<file path="src/rtl/mips_cpu_muldiv.sv">
// ---------------------------------------------------------------------------
// mips_cpu_muldiv : iterative MIPS multiply/divide unit owning HI/LO
// Revision 1.0 - initial release
// ---------------------------------------------------------------------------
`default_nettype none

module mips_cpu_muldiv #(
  parameter int WIDTH = 32
) (
  input  logic             clk,
  input  logic             reset,
  input  logic             start,
  input  logic [1:0]       op,
  input  logic [WIDTH-1:0] a,
  input  logic [WIDTH-1:0] b,
  input  logic             mthi,
  input  logic             mtlo,
  input  logic [WIDTH-1:0] wdata,
  output logic             busy,
  output logic             done,
  output logic [WIDTH-1:0] hi,
  output logic [WIDTH-1:0] lo
);

  localparam logic [1:0] S_IDLE    = 2'd0;
  localparam logic [1:0] S_RUN     = 2'd1;
  localparam logic [1:0] S_FIX     = 2'd2;
  localparam logic [5:0] LAST_ITER = 6'(WIDTH - 1);

  logic [1:0]         state_q, state_d;
  logic [5:0]         cnt_q, cnt_d;
  logic               is_div_q, is_div_d;
  logic               neg_lo_q, neg_lo_d;
  logic               neg_rem_q, neg_rem_d;
  logic               div_zero_q, div_zero_d;
  logic [WIDTH-1:0]   a_orig_q, a_orig_d;
  logic [WIDTH-1:0]   opnd_q, opnd_d;
  logic [2*WIDTH-1:0] acc_q, acc_d;
  logic [WIDTH:0]     rem_q, rem_d;
  logic [WIDTH-1:0]   hi_q, hi_d;
  logic [WIDTH-1:0]   lo_q, lo_d;
  logic               done_q, done_d;

  logic [WIDTH-1:0]   a_mag, b_mag;
  logic [WIDTH:0]     mul_sum;
  logic [WIDTH:0]     div_shift;
  logic [WIDTH+1:0]   div_diff;
  logic               div_borrow;
  logic [2*WIDTH-1:0] prod_fix;
  logic [WIDTH-1:0]   quot_fix, rem_fix;

  // op[0] set means unsigned; signed ops work on magnitudes and fix signs at the end
  assign a_mag = (!op[0] && a[WIDTH-1]) ? -a : a;
  assign b_mag = (!op[0] && b[WIDTH-1]) ? -b : b;

  assign mul_sum = {1'b0, acc_q[2*WIDTH-1:WIDTH]} + (acc_q[0] ? {1'b0, opnd_q} : {(WIDTH+1){1'b0}});

  // Dividend bits shift out of the top of acc_q[WIDTH-1:0] while quotient bits enter at the bottom
  assign div_shift  = {rem_q[WIDTH-1:0], acc_q[WIDTH-1]};
  assign div_diff   = {1'b0, div_shift} - {2'b00, opnd_q};
  assign div_borrow = div_diff[WIDTH+1];

  assign prod_fix = neg_lo_q  ? -acc_q : acc_q;
  assign quot_fix = neg_lo_q  ? -acc_q[WIDTH-1:0] : acc_q[WIDTH-1:0];
  assign rem_fix  = neg_rem_q ? -rem_q[WIDTH-1:0] : rem_q[WIDTH-1:0];

  always_comb begin
    state_d    = state_q;
    cnt_d      = cnt_q;
    is_div_d   = is_div_q;
    neg_lo_d   = neg_lo_q;
    neg_rem_d  = neg_rem_q;
    div_zero_d = div_zero_q;
    a_orig_d   = a_orig_q;
    opnd_d     = opnd_q;
    acc_d      = acc_q;
    rem_d      = rem_q;
    hi_d       = hi_q;
    lo_d       = lo_q;
    done_d     = 1'b0;

    case (state_q)
      S_IDLE: begin
        if (start) begin
          state_d    = S_RUN;
          cnt_d      = 6'd0;
          is_div_d   = op[1];
          neg_lo_d   = !op[0] && (a[WIDTH-1] ^ b[WIDTH-1]);
          neg_rem_d  = !op[0] && a[WIDTH-1];
          div_zero_d = (b == {WIDTH{1'b0}});
          a_orig_d   = a;
          opnd_d     = op[1] ? b_mag : a_mag;
          acc_d      = {{WIDTH{1'b0}}, (op[1] ? a_mag : b_mag)};
          rem_d      = {(WIDTH+1){1'b0}};
        end else begin
          if (mthi) hi_d = wdata;
          if (mtlo) lo_d = wdata;
        end
      end

      S_RUN: begin
        if (is_div_q) begin
          rem_d              = div_borrow ? div_shift : div_diff[WIDTH:0];
          acc_d[WIDTH-1:0]   = {acc_q[WIDTH-2:0], ~div_borrow};
        end else begin
          acc_d = {mul_sum, acc_q[WIDTH-1:1]};
        end
        cnt_d = cnt_q + 6'd1;
        if (cnt_q == LAST_ITER) state_d = S_FIX;
      end

      S_FIX: begin
        state_d = S_IDLE;
        done_d  = 1'b1;
        if (!is_div_q) begin
          hi_d = prod_fix[2*WIDTH-1:WIDTH];
          lo_d = prod_fix[WIDTH-1:0];
        end else if (div_zero_q) begin
          hi_d = a_orig_q;
          lo_d = {WIDTH{1'b1}};
        end else begin
          hi_d = rem_fix;
          lo_d = quot_fix;
        end
      end

      default: state_d = S_IDLE;
    endcase
  end

  always_ff @(posedge clk or posedge reset) begin
    if (reset) begin
      state_q    <= S_IDLE;
      cnt_q      <= 6'd0;
      is_div_q   <= 1'b0;
      neg_lo_q   <= 1'b0;
      neg_rem_q  <= 1'b0;
      div_zero_q <= 1'b0;
      a_orig_q   <= {WIDTH{1'b0}};
      opnd_q     <= {WIDTH{1'b0}};
      acc_q      <= {(2*WIDTH){1'b0}};
      rem_q      <= {(WIDTH+1){1'b0}};
      hi_q       <= {WIDTH{1'b0}};
      lo_q       <= {WIDTH{1'b0}};
      done_q     <= 1'b0;
    end else begin
      state_q    <= state_d;
      cnt_q      <= cnt_d;
      is_div_q   <= is_div_d;
      neg_lo_q   <= neg_lo_d;
      neg_rem_q  <= neg_rem_d;
      div_zero_q <= div_zero_d;
      a_orig_q   <= a_orig_d;
      opnd_q     <= opnd_d;
      acc_q      <= acc_d;
      rem_q      <= rem_d;
      hi_q       <= hi_d;
      lo_q       <= lo_d;
      done_q     <= done_d;
    end
  end

  assign busy = (state_q != S_IDLE);
  assign done = done_q;
  assign hi   = hi_q;
  assign lo   = lo_q;

endmodule

`default_nettype wire

</file>
<file path="config.mk">
export PLATFORM = sky130hd
export DESIGN_NAME = mips_cpu_muldiv
export DESIGN_NICKNAME = d
export VERILOG_FILES = /design/src/rtl/mips_cpu_muldiv.sv
export SDC_FILE = /design/constraint.sdc
export NUM_CORES = 1
export LEC_CHECK = 0
export ABC_AREA = 1
export BUFFER_PORTS_ARGS = -buffer_cell sky130_fd_sc_hd__buf_2
export CAP_MARGIN = 20
export CORE_MARGIN = 1
export CORE_UTILIZATION = 45
export DETAILED_ROUTE_END_ITERATION = 7
export GPL_TIMING_DRIVEN = 0
export PLACE_DENSITY = 0.61
export RECOVER_POWER = 25
export REMOVE_ABC_BUFFERS = 1
export SLEW_MARGIN = 5
export SYNTH_ARGS = -nofsm -noshare
export SYNTH_HDL_FRONTEND = slang
export SYNTH_SLANG_ARGS = --single-unit
</file>
<file path="constraint.sdc">
create_clock -name clk -period 14.7 [get_ports clk]
set_input_delay 1.47 -clock clk [delete_from_list [all_inputs] [get_ports clk]]
set_output_delay 1.47 -clock clk [all_outputs]
set_load 0.01 [all_outputs]
</file>
==> run summary <==
The run finished, with violations left. The final reports fail on max-capacitance violations, max-slew violations. The wire length on met1 is approximately 38000 microns. The wire-length estimate of the detail-placed layout is between 70000 and 80000 microns. After clock tree synthesis, the clock-pin slew on the worst setup and hold paths is around 0.06 ns. The worst-margin pin slew came out at about 4.4 ns. The met2 wire length came out at around 43000 microns. The required arrival time at the worst endpoint is 14.35 ns. In the routed layout, each cell is associated on average with a via count of just under 6. The weighted congestion reported at the end of routability-driven placement is 1.03. The signed area change from the synthesized netlist to the final layout came out at 12.0%. The endpoint class of the critical path is an async pin. The number of distinct library cell variants in the gate-level netlist after synthesis is 55.

The power per cell area is about 260 nW/um^2. The number of buffer cells added on primary ports is approximately 170. The clock period could shrink to a little over 7 ns. In the synthesized netlist the async set-or-reset flop fraction comes to between 90% and 100%.

The warning count from the yosys run is 0. The number of antenna violations at the first check in global routing came out at 3. STA classifies the critical path startpoint as an input port.

The pin count of the biggest net entering global routing came out at 91. Averaged over all synthesized cells, the footprint is about 6.2 sq um. The count of antenna-violating nets left after detailed routing is 0. The cts-stage hold buffer count came out at 0. The highest signal layer in the routed design is met5. On the final layout, the worst clock skew is about 0.046 ns. Among all flip-flop cells after synthesis, the most frequent one is sky130_fd_sc_hd__dfrtp_1. The cell count after synthesis came out at approximately 3300.

The number of cells upsized or downsized after cts came out at 0. The CTS tree is built. The headroom to the max-slew limit is -193%. Across all setup checks in the final design, the least slack found is about 7.5 ns.

The leakage power is 11.5 nW. The worst vdd rail ir drop is between 0.15 and 0.2 mV. The total die area came out at ~47000 sq um. For this design, the sink count on the clock tree is 237. The TritonCTS buffer count came out at 30. After synthesis the netlist holds a flip-flop and latch count of 237.

The width of the die came out at 216 microns. The number of buffers on the longest clock path is 3. The source-to-sink clock delay at the later pin of the worst-skew pair is between 0.6 and 0.7 ns. The detailed router placed around 24000 vias in this run. The clock tree root driver cell is sky130_fd_sc_hd__clkbuf_16. In the final routed layout, each cell accounts on average for 23.1 microns. The final critical path takes up between 40% and 50% of the cycle. The sequential-to-total area share from yosys stat is between 20 and 30%. The path class of the tightest hold or removal check is flip-flop to flip-flop. The floorplan core area is between 40000 and 50000 sq um.

After detailed routing, the number of remaining DRC violations is 0. Setup repair after global routing left no endpoint under its margin. In this run the number of H-tree levels came out at 1. The pre-CTS worst setup slack is between 9 and 10 ns. The maximum fanout encountered on the critical timing path came out at 76. After floorplanning, the core was divided into between 70 and 80 placement rows.

The total overflow reported by the global router came out at 0. The number of DRC markers after the initial detailed-route iteration came out at around 2800. The synthesized netlist occupies a cell area of around 20000 sq um. The synthesized design contains 0 enable-type register cells.

Based on the critical path, the design can be clocked at up to between 100 and 150 MHz. The die height is roughly 220 microns. The critical setup path kind is input port to async pin. Cells with a size suffix above 1 make up 9.11% of the layout. The final layout contains routed wiring with a total length of between 90000 and 100000 microns. The wire length of the first global-routing pass is about 140000 microns.

The top cell types in the final layout, fill and taps aside, are sky130_fd_sc_hd__nand2_1 (890), sky130_fd_sc_hd__nor2_1 (439), sky130_fd_sc_hd__inv_1 (384), sky130_fd_sc_hd__nand3_1 (333), sky130_fd_sc_hd__dfrtp_1 (236). about 170 I/O pins were placed. The post-layout net count came out at 3587.

The total count of max-transition violations in the final report is 150. At the worst endpoint, the arrival time is approximately 6.8 ns. The buffer count from post-CTS setup fixing came out at 0. Across the run, the number of max-cap violations was 3. The routed length on met3 is approximately 7400 microns. The final-report hold violation count is 0. The overall global routing resource usage is between 30% and 40%. Summed over all failing endpoints, the final setup total negative slack is 0 ns. Once the floorplan was initialized, standard cells occupied between 40% and 50% of the core. The final setup violation count is 0. The iteration count of the initial detailed-routing pass came out at 8.

The library cell used most frequently in the layout, excluding fill and tap cells, is sky130_fd_sc_hd__nand2_1. The number of global-route vias before repair is roughly 22000.
==> synth_stat cells, drive strengths merged, types with 37 or more instances <==
cell type  number  area share, %
xor2           56            2.4
buf            52            1.4
a21oi         193            4.7
o21ai         255            6.3
nand2         907             17
inv           394            7.2
nand3         339            8.4
nor2          458            8.6
dfrtp         237             29
ha             69            4.2
nand4          37            1.1
clkbuf         66            1.2
==> cells by family (layout without fill, tap and decap cells) <==
kind of cell    Yosys count  count (layout)  share of synthesized area (%)
fa+ha+maj                71              71                           4.39
simple gates           1799            1799                           36.7
flops                   237             237                           28.8
compound gates          616             616                           17.2
other cells               0               2                              0
xor+xnor                 71              71                           3.02
buf+inv                 516             641                           9.90
==> worst max-delay path: stages <==
cell and delay, ns:
sky130_fd_sc_hd__buf_2 0.10, sky130_fd_sc_hd__clkinvlp_2 1.92, sky130_fd_sc_hd__clkbuf_1 3.19
==> final cells by class <==
class	count	area (sq um)
Fill cell	4781	22200
Timing Repair Buffer	189	1180
Multi-Input combinational cell	2557	12700
Clock inverter	19	244
Sequential cell	237	5930
Tap cell	600	751
Clock buffer	35	790
Antenna cell	2	5.00
Inverter	398	1500
==> final timing paths <==
kind / from / to / slack, ns / cells past startpoint
min reg2reg: cnt_q[5]$_DFFE_PP0P_ / state_q[1]$_DFFE_PP0P_ / 0.45 / 1
min: cnt_q[5]$_DFFE_PP0P_ / state_q[1]$_DFFE_PP0P_ / 0.45 / 1
max reg2reg: state_q[0]$_DFFE_PP0P_ / acc_q[57]$_DFFE_PP0P_ / 10.38 / 8
max in group clk: op[1] / opnd_q[13]$_DFFE_PP0P_ / 10.11 / 6
min in group asynchronous: reset / lo[17]$_DFFE_PP0P_ / 1.84 / 2
max: reset / acc_q[57]$_DFFE_PP0P_ / 7.52 / 3
==> power by group <==
group,leakage [nW],internal [mW],switching [mW],total (mW)
Clock,0.515,0.472,0.328,0.799
Combinational,8.12,1.22,2.60,3.82
Sequential,2.87,0.982,0.435,1.42
Total,11.5,2.68,3.36,6.03
==> stage by stage <==
| step | area [sq um] | power [mW] | hold slack, ns | utilization [%] | instances |
|---|---|---|---|---|---|
| 6_report | 23100 | 6.03 | 0.446 | 50.9 | 4037 |
| 5_1_grt | 23100 | 6.44 | 0.463 | 50.9 | 4036 |
| 4_1_cts | 23100 | 5.94 | 0.449 | 51.0 | 4034 |
| 3_5_place_dp | 22000 | 5.13 | 0.441 | 48.7 | 3980 |
| 3_3_place_gp | 21600 | 5.06 | 0.437 | 47.8 | 3960 |
| 2_1_floorplan | 20100 | 3.69 | 0.410 | - | 3192 |
==> state kept, by name, summed over array words and instances (netlist names), 2 cells and up <==
register  cells
hi           32
cnt_q         6
lo           32
opnd_q       32
acc_q        64
a_orig_q     32
rem_q        32
state_q       2
==> routing by layer <==
layer  global-route usage [%]  up-vias
met5                        0        -
met4                     20.0        2
met3                     6.17      208
met2                     63.3     1166
met1                     50.9    11247
li1                         -    11061
No activity file was read; power rests on OpenSTA's default activity.
